===== config.mk =====
export PLATFORM = sky130hd
export DESIGN_NAME = pmod_amp2_sigma_delta_out
export DESIGN_NICKNAME = d
export VERILOG_FILES = /design/src/rtl/audio_out_pkg.sv /design/src/rtl/sigma_delta_dac_1st.sv /design/src/rtl/pmod_amp2_sigma_delta_out.sv
export SDC_FILE = /design/constraint.sdc
export NUM_CORES = 1
export LEC_CHECK = 0
export BUFFER_PORTS_ARGS = -buffer_cell sky130_fd_sc_hd__buf_2
export CORE_AREA = 2 2 102 104
export DETAILED_ROUTE_END_ITERATION = 12
export DIE_AREA = 0 0 104 106
export PLACE_DENSITY_LB_ADDON = 0.08
export SYNTH_ARGS = -nofsm -noshare
export SYNTH_HDL_FRONTEND = slang
export SYNTH_SLANG_ARGS = --single-unit
export TNS_END_PERCENT = 1

===== constraint.sdc =====
create_clock -name clk -period 4.37 [get_ports clk]
set_input_delay 0.437 -clock clk [delete_from_list [all_inputs] [get_ports clk]]
set_output_delay 0.437 -clock clk [all_outputs]
set_load 0.01 [all_outputs]

===== src/rtl/audio_out_pkg.sv =====
// Shared definitions for the audio output path.
//
// Contents:
//   amp_state_t      - amplifier power/stream state (IDLE, MUTE, RUN)
//   w_underrun_count - width of the saturating underrun counter
//   sample_period()  - clocks per sample tick for a given clock and sample rate
package audio_out_pkg;

    typedef enum logic [1:0] {
        IDLE = 2'd0,
        MUTE = 2'd1,
        RUN  = 2'd2
    } amp_state_t;

    localparam int w_underrun_count = 8;

    // Truncating division: the sample tick runs slightly fast when the
    // clock is not an exact multiple of the sample rate.
    function automatic int sample_period(input int clk_mhz, input int rate_hz);
        return (clk_mhz * 1000000) / rate_hz;
    endfunction

endpackage


===== src/rtl/sigma_delta_dac_1st.sv =====
// First-order sigma-delta modulator producing a 1-bit stream.
//
// Ports:
//   clk    - system clock
//   rst_n  - asynchronous active-low reset
//   tick   - modulator update strobe
//   clear  - synchronous clear of accumulator and output (wins over tick)
//   u      - unsigned (offset-binary) modulator input
//   out    - 1-bit modulated output, changes only on tick or clear
module sigma_delta_dac_1st #(
    parameter int w_sample = 16
) (
    input  logic                clk,
    input  logic                rst_n,
    input  logic                tick,
    input  logic                clear,
    input  logic [w_sample-1:0] u,
    output logic                out
);

    logic [w_sample-1:0] acc;
    logic [w_sample:0]   sum;

    // The carry out of the accumulator is the output bit; its density
    // equals u / 2^w_sample.
    assign sum = {1'b0, acc} + {1'b0, u};

    always_ff @(posedge clk or negedge rst_n) begin
        if (!rst_n) begin
            acc <= '0;
            out <= 1'b0;
        end else if (clear) begin
            acc <= '0;
            out <= 1'b0;
        end else if (tick) begin
            acc <= sum[w_sample-1:0];
            out <= sum[w_sample];
        end
    end

endmodule


===== src/rtl/pmod_amp2_sigma_delta_out.sv =====
// PCM-to-sigma-delta output stage for the Digilent PMOD AMP2.
//
// Parameters:
//   clk_mhz, sample_rate_hz - set the sample tick period P
//   w_sample                - signed PCM sample width
//   mod_div                 - clocks per modulator tick
//   mute_ticks              - sample ticks spent in MUTE before RUN
//   high_gain               - static value for the GAIN pin
//
// Ports:
//   clk, rst_n              - clock, asynchronous active-low reset
//   enable                  - amplifier enable request
//   sample, sample_valid    - PCM input (valid/ready handshake)
//   sample_ready            - one-entry buffer can take a sample this cycle
//   ain                     - 1-bit stream to AIN
//   shutdown_n, gain        - amplifier control pins
//   underrun                - pulse on a RUN sample tick with nothing buffered
//   underrun_count          - saturating count of underrun pulses
module pmod_amp2_sigma_delta_out
    import audio_out_pkg::*;
#(
    parameter int clk_mhz        = 100,
    parameter int sample_rate_hz = 48000,
    parameter int w_sample       = 16,
    parameter int mod_div        = 4,
    parameter int mute_ticks     = 1024,
    parameter int high_gain      = 0
) (
    input  logic                        clk,
    input  logic                        rst_n,
    input  logic                        enable,
    input  logic [w_sample-1:0]         sample,
    input  logic                        sample_valid,
    output logic                        sample_ready,
    output logic                        ain,
    output logic                        shutdown_n,
    output logic                        gain,
    output logic                        underrun,
    output logic [w_underrun_count-1:0] underrun_count
);

    localparam int period   = sample_period(clk_mhz, sample_rate_hz);
    localparam int period_w = (period > 1) ? $clog2(period) : 1;
    localparam int mod_w    = (mod_div > 1) ? $clog2(mod_div) : 1;
    localparam int mute_w   = (mute_ticks > 1) ? $clog2(mute_ticks) : 1;

    logic [period_w-1:0] smp_cnt;
    logic [mod_w-1:0]    mod_cnt;
    logic                sample_tick;
    logic                mod_tick;

    amp_state_t          state;
    amp_state_t          state_next;
    logic [mute_w-1:0]   mute_cnt;
    logic                run;
    logic                clear;

    logic                buf_full;
    logic [w_sample-1:0] buf_data;
    logic [w_sample-1:0] hold;
    logic                accept;
    logic                load;
    logic [w_sample-1:0] u;

    assign sample_tick = (smp_cnt == period_w'(period - 1));
    assign mod_tick    = (mod_cnt == mod_w'(mod_div - 1));

    // Both tick counters run freely in every state so the sample and
    // modulator timing is independent of enable.
    always_ff @(posedge clk or negedge rst_n) begin
        if (!rst_n) begin
            smp_cnt <= '0;
            mod_cnt <= '0;
        end else begin
            smp_cnt <= sample_tick ? '0 : smp_cnt + 1'b1;
            mod_cnt <= mod_tick ? '0 : mod_cnt + 1'b1;
        end
    end

    always_ff @(posedge clk or negedge rst_n) begin
        if (!rst_n) begin
            state <= IDLE;
        end else begin
            state <= state_next;
        end
    end

    // Dropping enable returns to IDLE from anywhere; MUTE leaves on its
    // mute_ticks-th sample tick.
    always_comb begin
        state_next = state;
        if (!enable) begin
            state_next = IDLE;
        end else begin
            case (state)
                IDLE:    state_next = MUTE;
                MUTE:    if (sample_tick && (mute_cnt == mute_w'(mute_ticks - 1)))
                             state_next = RUN;
                RUN:     state_next = RUN;
                default: state_next = IDLE;
            endcase
        end
    end

    // Counts sample ticks seen in MUTE; parked at zero elsewhere.
    always_ff @(posedge clk or negedge rst_n) begin
        if (!rst_n) begin
            mute_cnt <= '0;
        end else if (state != MUTE) begin
            mute_cnt <= '0;
        end else if (sample_tick) begin
            mute_cnt <= mute_cnt + 1'b1;
        end
    end

    assign run          = (state == RUN);
    assign clear        = (state_next == IDLE);
    assign sample_ready = run && (!buf_full || sample_tick);
    assign accept       = sample_valid && sample_ready;
    assign load         = run && sample_tick && buf_full;
    assign underrun     = run && sample_tick && !buf_full;

    // The buffer may be drained into hold and refilled on the same tick.
    // Clearing on the edge into IDLE discards anything still buffered.
    always_ff @(posedge clk or negedge rst_n) begin
        if (!rst_n) begin
            buf_full <= 1'b0;
            buf_data <= '0;
            hold     <= '0;
        end else if (clear) begin
            buf_full <= 1'b0;
            buf_data <= '0;
            hold     <= '0;
        end else begin
            if (load) begin
                hold <= buf_data;
            end
            if (accept) begin
                buf_data <= sample;
                buf_full <= 1'b1;
            end else if (load) begin
                buf_full <= 1'b0;
            end
        end
    end

    // Survives IDLE so software can read the history after a stop.
    always_ff @(posedge clk or negedge rst_n) begin
        if (!rst_n) begin
            underrun_count <= '0;
        end else if (underrun && (underrun_count != '1)) begin
            underrun_count <= underrun_count + 1'b1;
        end
    end

    // Flipping the MSB maps signed PCM onto offset binary; outside RUN the
    // modulator idles at midscale, which is a 50% duty (silent) stream.
    always_comb begin
        u = {1'b1, {(w_sample-1){1'b0}}};
        if (run) begin
            u = {~hold[w_sample-1], hold[w_sample-2:0]};
        end
    end

    sigma_delta_dac_1st #(
        .w_sample (w_sample)
    ) u_dac (
        .clk   (clk),
        .rst_n (rst_n),
        .tick  (mod_tick),
        .clear (clear),
        .u     (u),
        .out   (ain)
    );

    assign shutdown_n = (state != IDLE);
    assign gain       = (high_gain != 0);

endmodule


==> flow_summary.ini, run 1 <==
[run_status]
status = finished, final reports clean

[cts]
path_clk_slew_ps = 80
cts_tree = yes
clkLatencyLatePin_ps = 350
post_cts.repair.setup_buffers = 0
cts_root_buf = clkbuf_8
cts_buffer_depth = 2
cts_hold_buf = 0
htree_levels = 3
cts-resized-gates = 0
clock-sinks = 84
cts_buffers = 9

[critical_path]
end_kind = register
worstPathMaxFanout = 21
start_kind = register
critical_path_class = register to register
arrival_ps = 3290
cp_data_required_time_ps = 4580

[placed_design]
dp_hpwl_mm = 5.80
io_buffers = 31
gp_congestion = 0.801

[floorplanning]
io_pins = 33
fp.dieArea_um2 = 11000
die_w_um = 104
num_rows = 37
core_area_um2 = 10000
initial_utilization_pct = 43.6
dieHeight_um = 106

[min_path]
hold_class = primary input to asynchronous set/reset pin

[route]
drt_first_pass_iters = 4
vias_per_cell = 5.01
ant_nets = 0
drc_errors = 0
routedWlPerCell_um = 13.7
first_iter_violations = 130
vias = 3137
wirelength_mm = 8.56

[cells_and_area]
nNetsFinal = 527
final_common_cell = nand2_1
diodes = 0
area.growth.synth_to_final_pct = 10.5
drive_above_1_share_pct = 12.0
fill_cells = 1010
mostFrequentLayoutCells = nand2_1 (92), dfrtp_1 (84), a21oi_1 (49)

[logic_synthesis]
ys.flop_type = dfrtp_1
ys_seq_elements = 84
syn_area_um2 = 4360
seq_area_frac_synth_pct = 48.2
avgSynthCellArea_um2 = 9.52
synth_nets = 500
netlist_instances = 458
synth_edf_count = 0
async_reset_ff_share_pct = 100
ys_warn_count = 0
yosysUniqueCellTypes = 51

[sta]
finalSetupTns_ps = 0
setup_violations = 0
worstMarginPinSlew_ps = 975
hold_viol_final = 0
grt_setup_unrepaired = no
maxSlewViolCount = 0
max_slew_margin_pct = 35.0
skew_ps = 7.03
finalCritPeriodShare_pct = 70.5
fmax_ghz = 0.325
finalCriticalPeriod_ps = 3080
fin_hold_ws_ps = 90.1

[global_routing]
grtUsageTotal_pct = 17.2
grt-ovfl-total = 0
grt_pass1_wl_mm = 15.4
grt_pass1_vias = 3226
grt_antenna_before_repair = 0
grt_max_degree = 48

[power]
p_switching_uw = 308
leakagePower_nw = 2.30
switching_share_pct = 22.4
cell_internal_pwr_mw = 1.07
ir_drop_v = 0.000141
seq_power_share_pct = 56.6
pwr-share-comb_pct = 2.8
power.density_nw_per_um2 = 285
clkPwrFrac_pct = 40.6

[run]
drv_cap = 0
==> cell type report <==
cell class                      instances  area, µm²  share of cell area [%]
Clock buffer                           12        145                    3.01
Clock inverter                          4       48.8                    1.01
Inverter                                7       26.3                   0.546
Multi-Input combinational cell        349       2140                    44.5
Sequential cell                        84       2100                    43.6
Tap cell                              136        170                    3.53
Timing Repair Buffer                   34        180                    3.74
==> synth_stat cells, drive strengths merged, types with 8 or more instances <==
library cell	count	area, µm²
and2	14	87.6
nor2	31	116
ha	21	263
xnor2	19	166
dfrtp	84	2100
and3	12	76.3
xor2	16	140
a21oi	50	254
clkbuf	11	43.8
nand3	9	45.0
nand2	92	345
a21o	8	60.1
nand2b	10	62.6
o21ai	11	55.1
==> logic make-up (layout without fill, tap and decap cells) <==
| logic type | after synthesis | count (layout) | share of synthesized area (%) |
|---|---|---|---|
| AOI/OAI and AO/OA | 91 | 91 | 12.5 |
| xor gates and xnor gates | 35 | 35 | 7.03 |
| adders and majority gates | 22 | 22 | 6.49 |
| buffers and inverters | 25 | 57 | 2.58 |
| DFF | 84 | 84 | 48.2 |
| muxes | 9 | 9 | 2.12 |
| other | 1 | 1 | 0.0861 |
| and+or+nand+nor | 191 | 191 | 21.0 |
==> worst max-delay path, stage by stage (launching register included) <==
cell       delay, ps
dfrtp_1          440
nor2b_1          160
buf_4            220
and2_1           150
ha_1             180
inv_1             60
fa_1             390
nand2b_1         180
a21oi_1          180
o211ai_1         200
a21oi_1          260
a211oi_1         110
a2111oi_0        410
==> power groups by stage <==
stage	sequential (mW)	clock [mW]	combinational, mW
after floorplan	0.794	0	0.0118
after global placement	0.794	0	0.0407
after detailed placement	0.794	0	0.0405
after CTS	0.778	0.583	0.0408
after global routing	0.779	0.612	0.0451
final	0.778	0.558	0.0387
==> metrics by stage <==
| stage | std cells | instance area (µm²) | setup slack [ps] | util, % | total power, mW |
|---|---|---|---|---|---|
| 3_3_place_gp | 610 | 4620 | 1470 | 46.2 | 0.834 |
| 6_report | 626 | 4820 | 1290 | 48.2 | 1.37 |
| 3_5_place_dp | 610 | 4620 | 1270 | 46.2 | 0.834 |
| 5_1_grt | 626 | 4820 | 990 | 48.2 | 1.44 |
| 4_1_cts | 626 | 4820 | 1240 | 48.2 | 1.40 |
| 2_1_floorplan | 458 | 4360 | 1610 | - | 0.806 |
==> registers in the layout, summed over array words and instances (netlist names) <==
name            count
u_dac.out           1
u_dac.acc          16
smp_cnt            12
mute_cnt           10
hold               16
mod_cnt             2
state               2
underrun_count      8
buf_data           16
buf_full            1
==> metal layers <==
metal | global-route usage, % | share of wire [%] | routed length, µm | up-vias
met5 | 0 | 0 | 0 | -
met4 | 7.53 | 1.9 | 162 | 0
met3 | 2.64 | 2.6 | 221 | 12
met2 | 25.9 | 42 | 3600 | 43
met1 | 24.8 | 53 | 4570 | 1465
li1 | - | - | - | 1617
==> path summary, 6_finish.rpt <==
| path | start | to | slack, ps | depth (start not counted) |
|---|---|---|---|---|
| setup / recovery | state[1] | u_dac.out | 1290 | 12 |
| hold / removal | rst_n | mute_cnt[4] | 90 | 1 |
| setup reg to reg | state[1] | u_dac.out | 1290 | 12 |
| max in group asynchronous | rst_n | u_dac.acc[6] | 3350 | 2 |
| hold reg to reg | mod_cnt[0] | mod_cnt[0] | 430 | 1 |
| min in group clk | sample[5] | buf_data[5] | 310 | 3 |
Power figures use the tool's default switching activity.
==> run 2, diff against run 1 <==
==> constraint.sdc (replaced) <==
create_clock -name clk -period 3.2 [get_ports clk]
set_input_delay 0.32 -clock clk [delete_from_list [all_inputs] [get_ports clk]]
set_output_delay 0.32 -clock clk [all_outputs]
set_load 0.01 [all_outputs]
==> run 2 against run 1 <==
Via count up 1.4%. Setup slack worse by 880 ps. Core utilization up 0.16 points. Register-to-register slack worse by 880 ps.
==> flow_summary.ini, run 2 (synthesized netlist as in run 1, its figures left out) <==
[critical_path]
cp_data_required_time_ps = 3450
r2r_end = u_dac.out
worstReg2RegStart = state[1]
critical_path_class = register to register
arrival_ps = 3050
r2r_slack_ps = 410
end_kind = register
r2r_cells = 10
worstPathMaxFanout = 20
start_kind = register

[cells_and_area]
top_regs = buf_data: 16 flops, hold: 16 flops, u_dac.acc: 16 flops
final_common_cell = nand2_1
diodes = 0
area.growth.synth_to_final_pct = 10.9
drive_above_1_share_pct = 12.2
mostFrequentLayoutCells = nand2_1 (92), dfrtp_1 (84), a21oi_1 (49)
nNetsFinal = 527
fill_cells = 986

[power]
power.density_nw_per_um2 = 396
finalPower_mw = 1.91
leakagePower_nw = 2.29
ir_drop_v = 0.000174

[route]
drt_first_pass_iters = 4
ant_nets = 0
first_iter_violations = 90
wirelength_mm = 8.62
vias = 3181
routedWlPerCell_um = 13.8
drc_errors = 0
vias_per_cell = 5.08

[global_routing]
grtUsageTotal_pct = 16.9
grt_max_degree = 85
grt_antenna_before_repair = 0
grt_pass1_wl_mm = 14.9
grt_pass1_vias = 3064
grt-ovfl-total = 0

[sta]
worstMarginPinSlew_ps = 1060
setup_violations = 0
skew_ps = 9.70
finalCritPeriodShare_pct = 87.2
finalSetupTns_ps = 0
maxSlewViolCount = 0
finalCriticalPeriod_ps = 2790
grt_setup_unrepaired = no
hold_viol_final = 0
max_slew_margin_pct = 29.4
fmax_ghz = 0.358

[cts]
clkLatencyLatePin_ps = 360
path_clk_slew_ps = 90
cts_tree = yes
htree_levels = 3
cts_buffers = 9
cts_buffer_depth = 2
cts_root_buf = clkbuf_8
cts_hold_buf = 0
clock-sinks = 84

[placed_design]
gp_congestion = 0.870
io_buffers = 31
dp_hpwl_mm = 5.95

[floorplanning]
core_area_um2 = 10000
fp.dieArea_um2 = 11000
io_pins = 33
num_rows = 37
dieHeight_um = 106
initial_utilization_pct = 43.6
die_w_um = 104

[run_status]
status = finished, final reports clean

[min_path]
hold_class = primary input to asynchronous set/reset pin

[run]
drv_cap = 0
[run 2: timing repair]
action,in CTS,in global routing
resized for setup,0,2
setup endpoints to repair,0,1
hold endpoints to repair,0,0
buffers inserted,0,0
[run 2: critical path, stage by stage (launching register included)]
cell and delay (ps):
dfrtp_1 430, nor2b_1 190, buf_4 230, nand2_1 120
fa_1 430, nand2b_1 180, a21oi_1 200, o211ai_1 200
a21oi_1 250, a211oi_1 120, a2111oi_2 350
[run 2: how the worst max path moves through the flow]
stage	startpoint	end	slack [ps]	depth (start not counted)
5_1_grt	state[1]	u_dac.out	50	11
6_report	state[1]	u_dac.out	410	10
3_3_place_gp	state[1]	u_dac.out	510	10
3_5_place_dp	state[1]	u_dac.out	360	11
2_1_floorplan	state[1]	u_dac.out	440	12
4_1_cts	state[1]	u_dac.out	330	10
[run 2: cell type report]
type	count	area (µm²)	area share, %
inverter	7	26.3	0.544
timing repair buffer	34	180	3.73
tap	136	170	3.52
clock buffer	13	159	3.29
clock inverter	3	45.0	0.932
sequential	84	2100	43.5
multi-input combinational	349	2150	44.5
[run 2: power by group]
group | total [mW] | switching, mW | internal, mW
clock network | 0.797 | 0.392 | 0.405
logic | 0.0524 | 0.0396 | 0.0127
registers | 1.06 | 0.00127 | 1.06
total | 1.91 | 0.433 | 1.48
[run 2: stage by stage]
stage	util (%)	hold slack [ps]	setup WS (ps)	area [µm²]	instances
2_1_floorplan	-	24.4	442	4360	458
3_3_place_gp	46.2	414	511	4620	610
3_5_place_dp	46.2	416	362	4620	610
4_1_cts	48.3	171	329	4830	626
5_1_grt	48.3	186	53.9	4830	626
6_report	48.3	140	409	4830	626
[run 2: layer usage]
layer | wire [µm] | vias to the layer above | GRT usage, % | part of all wire [%]
met5 | 0 | - | 0 | 0
met4 | 158 | 0 | 7.82 | 1.8
met1 | 4630 | 1508 | 24.8 | 54
met2 | 3590 | 52 | 24.4 | 42
met3 | 247 | 12 | 2.58 | 2.9
li1 | - | 1609 | - | -
